<file path="src/rtl/load_store_unit.sv">
// Load/store unit: turns decoder load/store requests into single-beat bus
// transactions with byte-lane steering, sign/zero extension and misalignment detection.
module load_store_unit #(
    parameter int ADDR_W = 32
) (
    input  logic              clk,
    input  logic              rst,
    input  logic              mem_rd,
    input  logic              mem_wr,
    input  logic [2:0]        mem_ctrl,
    input  logic [ADDR_W-1:0] addr,
    input  logic [31:0]       wdata,
    output logic [31:0]       rdata,
    output logic              stall,
    output logic              misalign,
    output logic              bus_req,
    output logic              bus_we,
    output logic [ADDR_W-1:0] bus_addr,
    output logic [3:0]        bus_be,
    output logic [31:0]       bus_wdata,
    input  logic              bus_gnt,
    input  logic              bus_rvalid,
    input  logic [31:0]       bus_rdata
);
    typedef enum logic [1:0] {IDLE, REQ, WAIT, DONE} state_t;

    state_t            state_reg, state_next;
    logic [ADDR_W-1:0] addr_reg;
    logic [2:0]        ctrl_reg;
    logic [31:0]       wdata_reg;
    logic [31:0]       rdata_reg, rdata_next;

    logic        load_req, store_req, valid_req;
    logic        half_req, word_req, misaligned_req;
    logic        accept, capture, is_store;
    logic [1:0]  off;
    logic [3:0]  be_lane;
    logic [31:0] wdata_lane, shifted;

    // A write request takes priority; a write with a load encoding is dropped.
    assign store_req = mem_wr && (mem_ctrl >= 3'd5);
    assign load_req  = !mem_wr && mem_rd && (mem_ctrl <= 3'd4);
    assign valid_req = load_req || store_req;

    assign half_req = (mem_ctrl == 3'b001) || (mem_ctrl == 3'b100) || (mem_ctrl == 3'b110);
    assign word_req = (mem_ctrl == 3'b010) || (mem_ctrl == 3'b111);
    assign misaligned_req = (half_req && addr[0]) || (word_req && (addr[1:0] != 2'b00));

    assign off      = addr_reg[1:0];
    assign is_store = (ctrl_reg >= 3'd5);

    always_comb begin
        state_next = state_reg;
        accept     = 1'b0;
        capture    = 1'b0;
        stall      = 1'b0;
        misalign   = 1'b0;
        case (state_reg)
            IDLE: begin
                if (valid_req) begin
                    if (misaligned_req) begin
                        misalign = 1'b1;
                    end else begin
                        accept     = 1'b1;
                        stall      = 1'b1;
                        state_next = REQ;
                    end
                end
            end
            REQ: begin
                stall = 1'b1;
                if (bus_gnt) begin
                    if (is_store) begin
                        state_next = DONE;
                    end else if (bus_rvalid) begin
                        capture    = 1'b1;
                        state_next = DONE;
                    end else begin
                        state_next = WAIT;
                    end
                end
            end
            WAIT: begin
                stall = 1'b1;
                if (bus_rvalid) begin
                    capture    = 1'b1;
                    state_next = DONE;
                end
            end
            DONE: state_next = IDLE;
            default: state_next = IDLE;
        endcase
        if (rst) begin
            stall    = 1'b0;
            misalign = 1'b0;
            accept   = 1'b0;
            capture  = 1'b0;
        end
    end

    // Bring the addressed lane down to bit 0 before extending.
    assign shifted = bus_rdata >> {off, 3'b000};

    always_comb begin
        rdata_next = shifted;
        case (ctrl_reg)
            3'b000:  rdata_next = {{24{shifted[7]}}, shifted[7:0]};
            3'b001:  rdata_next = {{16{shifted[15]}}, shifted[15:0]};
            3'b011:  rdata_next = {24'h0, shifted[7:0]};
            3'b100:  rdata_next = {16'h0, shifted[15:0]};
            default: rdata_next = shifted;
        endcase
    end

    genvar gi;
    generate
        for (gi = 0; gi < 4; gi++) begin : g_lane
            localparam logic LANE_HI = (gi >= 2);
            localparam int   LANE_LO = gi % 2;
            assign be_lane[gi] = (ctrl_reg == 3'b101) ? (off == 2'(gi)) :
                                 (ctrl_reg == 3'b110) ? (off[1] == LANE_HI) : 1'b1;
            assign wdata_lane[8*gi +: 8] = (ctrl_reg == 3'b101) ? wdata_reg[7:0] :
                                           (ctrl_reg == 3'b110) ? wdata_reg[8*LANE_LO +: 8] :
                                                                  wdata_reg[8*gi +: 8];
        end
    endgenerate

    assign bus_req   = (state_reg == REQ);
    assign bus_we    = bus_req && is_store;
    assign bus_addr  = bus_req ? {addr_reg[ADDR_W-1:2], 2'b00} : '0;
    assign bus_be    = bus_req ? (is_store ? be_lane : 4'hF) : 4'h0;
    assign bus_wdata = bus_we ? wdata_lane : 32'h0;
    assign rdata     = rdata_reg;

    always_ff @(posedge clk) begin
        if (rst) begin
            state_reg <= IDLE;
            addr_reg  <= '0;
            ctrl_reg  <= 3'b000;
            wdata_reg <= 32'h0;
            rdata_reg <= 32'h0;
        end else begin
            state_reg <= state_next;
            if (accept) begin
                addr_reg  <= addr;
                ctrl_reg  <= mem_ctrl;
                wdata_reg <= wdata;
            end
            if (capture) begin
                rdata_reg <= rdata_next;
            end
        end
    end
endmodule

</file>
<file path="config.mk">
export PLATFORM = sky130hd
export DESIGN_NAME = load_store_unit
export DESIGN_NICKNAME = d
export VERILOG_FILES = /design/src/rtl/load_store_unit.sv
export SDC_FILE = /design/constraint.sdc
export NUM_CORES = 1
export LEC_CHECK = 0
export ABC_CLOCK_PERIOD_IN_PS = 2300
export CAP_MARGIN = 15
export CORE_MARGIN = 4
export CORE_UTILIZATION = 30
export DETAILED_ROUTE_END_ITERATION = 8
export GPL_ROUTABILITY_DRIVEN = 0
export SYNTH_ARGS = -nofsm -noshare
export SYNTH_HDL_FRONTEND = slang
export SYNTH_SLANG_ARGS = --single-unit
</file>
<file path="constraint.sdc">
create_clock -name clk -period 2.3 [get_ports clk]
set_input_delay 0.23 -clock clk [delete_from_list [all_inputs] [get_ports clk]]
set_output_delay 0.23 -clock clk [all_outputs]
set_load 0.02 [all_outputs]
</file>
# After elaboration in Yosys (flattened, before gate mapping)
# Cells that the tools add are included.
# totals
output_inout_bits,104
in_bits,105
regBits,101
# classes
n_reduce_logical,18
mux,38
order_cmp,3
shifts,1
bitwise,1
eq_ne,20
# op_table
op,count
one-hot mux 32 bit (4 select lines),1
two-way mux 32 bit,2
two-way mux 8 bit,5
right shift 32 x 5 -> 32 bit,1
two-way mux 1 bit,21
== test 3 bit (second input constant),6
== test 2 bit (second input constant),4
two-way mux 2 bit,4
two-way mux 4 bit,2
one-hot mux 2 bit (4 select lines),1
== test 3 x 1 -> 1 bit (second input constant),2
== test 3 x 2 -> 1 bit (second input constant),2
>= comparator 3 bit (second input constant),2
logical AND 1 bit,6
!= test 2 bit (second input constant),3
logical OR 1 bit,5
== test 2 x 1 -> 1 bit (second input constant),2
logical NOT 2 bit,2
one-hot mux 1 bit (2 select lines),2
AND reduction 4 bit,1
less-or-equal comparator 3 bit (second input constant),1
logical NOT 3 bit,1
!= test 2 x 1 -> 1 bit (second input constant),1
nonzero test 2 bit,1
other kinds (3),3

# Longest topological paths before layout
# depth
ltp_word,9
depth_mapped,8
ltp_nobuf,7

# Worst setup path before layout
# Ideal clock, no wire load.
# synth_path
path_type,register -> output
start,register state_reg[1]
end,output bus_wdata[11]
path_stages_with_launch,8
arrival_time_ps,1933
required_time_ps,2070
setup_slack_ps,137
cell_sequence,dfxtp_1 inv_1 ha_1 inv_1 or2_2 clkbuf_1 clkbuf_1 a21oi_1
# synth_between
elab_chain_len,3
# synth_lines
item,line_no,source
"start, declared",27,"state_t state_reg, state_next;"
"start signal, assigned",143,state_reg <= state_next;
== test 2 x 1 -> 1 bit,128,assign bus_req = (state_reg == REQ);
via bus_req,16,"output logic bus_req,"
logical AND 1 bit,129,assign bus_we = bus_req && is_store;
two-way mux 32 bit,132,assign bus_wdata = bus_we ? wdata_lane : 32'h0;
"end, declared",20,"output logic [31:0] bus_wdata,"
# The timed path passes the listed nets, and every way through them passes these cells.

# Worst setup path after layout
# layout_path
start,register state_reg[0]
end,output bus_wdata[7]
# layout_between
elab_chain_len,3
# layout_lines
item,line_no
== test 2 x 1 -> 1 bit,128
logical AND 1 bit,129
two-way mux 32 bit,132
# Every way passes these cells.

==> flow_summary.json <==
{
  "status": "finished clean",
  "use_met2_pct": 27.8,
  "cp-start-kind": "flip-flop",
  "cts_sinks": 101,
  "fp.dieH_um": 138,
  "row_count": 47,
  "drive_above_1_share_pct": 10.4,
  "yosysWarnings": 0,
  "pre_cts_ws_ns": -0.358,
  "drtIter0Drc": 226,
  "whs_path_depth": 3,
  "muxShareOfSynthArea_pct": 7.41,
  "whs_ns": 0.236,
  "path_cells": "ha_1 > inv_1 > or2_2 > clkinvlp_4 > and2_1 > dlygate4sd2_1",
  "mostFrequentLayoutCells": "nand2_1 (194), clkdlybuf4s50_1 (164), a21oi_1 (112)",
  "synthesis.instances": 672,
  "syn_area_um2": 5030,
  "min_path_type": "primary input to flip-flop",
  "grtUsageTotal_pct": 17.5,
  "crit_path_max_incr_delay_ns": 0.36,
  "layout_commonest_cell": "nand2_1",
  "async_reset_ff_share_pct": 0,
  "setup_viol": 0,
  "post-cts-setup-buffers": 0,
  "max_freq_ghz": 0.457,
  "cts_hold_buf": 0,
  "antenna_found_initial": 1,
  "gr-usage-met3_pct": 4.57,
  "worst_slew_pin_slew_ns": 0.523,
  "ys_types": 44,
  "fin_crit_ns": 2.19,
  "finClkSkew_ns": 0.00557,
  "min_period_over_period_pct": 95.2,
  "cts_buffer_depth": 2,
  "slew_headroom_pct": 65.1,
  "synth-compound-area-share_pct": 19.1,
  "synth_edf_count": 0,
  "yosys_register_bits": 101,
  "grt_pass1_wl_um": 25900,
  "critical_path_class": "flip-flop to output pin",
  "drt_first_pass_iters": 4,
  "grt_max_degree": 68,
  "fp.dieW_um": 138,
  "cts_tree": "done",
  "synth-adder-area-share_pct": 1.24,
  "timing.final.ws_setup_ns": 0.110,
  "final-seq-area_um2": 2020,
  "drv_cap": 0,
  "seq_area_frac_synth_pct": 40.2,
  "p_leak_nw": 2.76,
  "synth_xor_area_share_pct": 0,
  "ios": 209,
  "drt_wl_total_um": 17100,
  "crit_required_ns": 2.07,
  "cp-end-kind": "output pin",
  "clk_latency_ns": 0.34,
  "rsz0062_at_grt": "no",
  "grt-busiest-layer": "met2",
  "power_density_nw_per_um2": 679,
  "vias_per_cell": 4.72,
  "cp_max_fo": 10,
  "cts_buffers": 9,
  "synthToLayoutAreaGrowth_pct": 50.7,
  "die_area_um2": 18900,
  "cp_slowest_cell": "dfxtp_1",
  "grt_overflow": 0,
  "finalHoldViolCount": 0,
  "cp_data_arrival_time_ns": 1.96,
  "ant_nets": 0,
  "reg2reg_depth": 6,
  "ctsRootBufferMaster": "clkbuf_16",
  "core-area_um2": 16500,
  "use_met1_pct": 22.7,
  "peakVddDrop_v": 0.000410,
  "hpwl_um": 12300,
  "nets": 977,
  "power_mw": 5.15,
  "avgSynthCellArea_um2": 7.49,
  "port_buffers": 206,
  "n_fill_cell": 1681,
  "route.detailed.drc": 0,
  "clkTransAtPathRegs_ns": 0.07,
  "grt_pass1_vias": 4833,
  "slew_violations": 0,
  "synth_top_family_by_area": "simple AND/OR/NAND/NOR gates",
  "synthSimpleGateAreaFrac_pct": 26.8,
  "multi_input_area_um2": 2780,
  "cts-htree-levels": 3,
  "via_count": 5156,
  "avgRoutedWirePerCell_um": 15.7,
  "ys.flop_type": "dfxtp_1",
  "start_util_pct": 30.5
}
-- metrics by stage --
stage	TNS (ns)	utilization [%]	area, um2	instances
6_report	0	45.9	7590	1093
3_5_place_dp	-15.23	44.9	7420	1076
5_1_grt	0	45.9	7590	1093
3_3_place_gp	-13.68	44.9	7420	1076
4_1_cts	0	46.4	7660	1092
2_1_floorplan	0	-	5040	673
-- Yosys cell counts, drive strengths merged (9+ instances only) --
cell type,count,area (um2)
mux2i,26,260
dfxtp,101,2020
nor2,29,109
nor2b,10,62.6
clkbuf,35,131
o21ai,19,95.1
a21oi,113,566
a211oi,25,193
or3,9,56.3
and2,39,244
buf,17,100
nand2,195,732
-- where the power goes --
part	internal (mW)	total (mW)	leakage (nW)	switching, mW
combinational	0.719	1.65	1.81	0.927
clock	0.794	1.47	0.132	0.677
sequential	1.93	2.04	0.820	0.109
total	3.44	5.15	2.76	1.71
-- repair_timing --
action,4_1_cts,5_1_grt
endpoints found under the setup margin,39,109
resized for setup,47,57
pin swaps,0,0
gates cloned,0,0
-- kinds of logic (layout without fill, tap and decap cells) --
group / count (synthesis) / after routing
and+or+nand+nor: 301 / 301
AOI/OAI and AO/OA: 169 / 169
DFF: 101 / 101
buffers and inverters: 60 / 259
muxes: 35 / 35
adders and majority gates: 5 / 5
other: 1 / 3
-- path summary, 6_finish.rpt --
check	endpoint	start	slack, ns
worst max-delay path	bus_wdata[7]	state_reg[0]	0.11
worst min-delay path	ctrl_reg[0]	mem_ctrl[0]	0.24
worst max register to register	rdata[16]	state_reg[0]	0.41
worst min register to register	addr_reg[3]	addr_reg[3]	0.45
-- final cells by class --
cell class                 instances  share of cell area, %
sequential                       101                   26.7
inverter                           8                  0.445
clock buffer                      13                   3.43
timing repair buffer             235                   28.9
tap                              220                   3.63
multi-input combinational        512                   36.6
clock inverter                     3                  0.264
antenna                            1                 0.0330
-- critical path, delay by kind of cell (launching register included) --
kind / cells / cell delay [ns]
fa+ha+maj: 1 / 0.19
buf+inv: 3 / 0.59
flops: 1 / 0.36
simple gates: 2 / 0.47
-- routing by layer --
layer / routed length, um / vias to the layer above / share of wire [%]
met5: 0 / - / 0
met4: 405 / 0 / 2.4
met3: 1380 / 22 / 8.1
met2: 8060 / 158 / 47
met1: 7270 / 2339 / 42
li1: - / 2637 / -
Power figures use the tool's default switching activity.
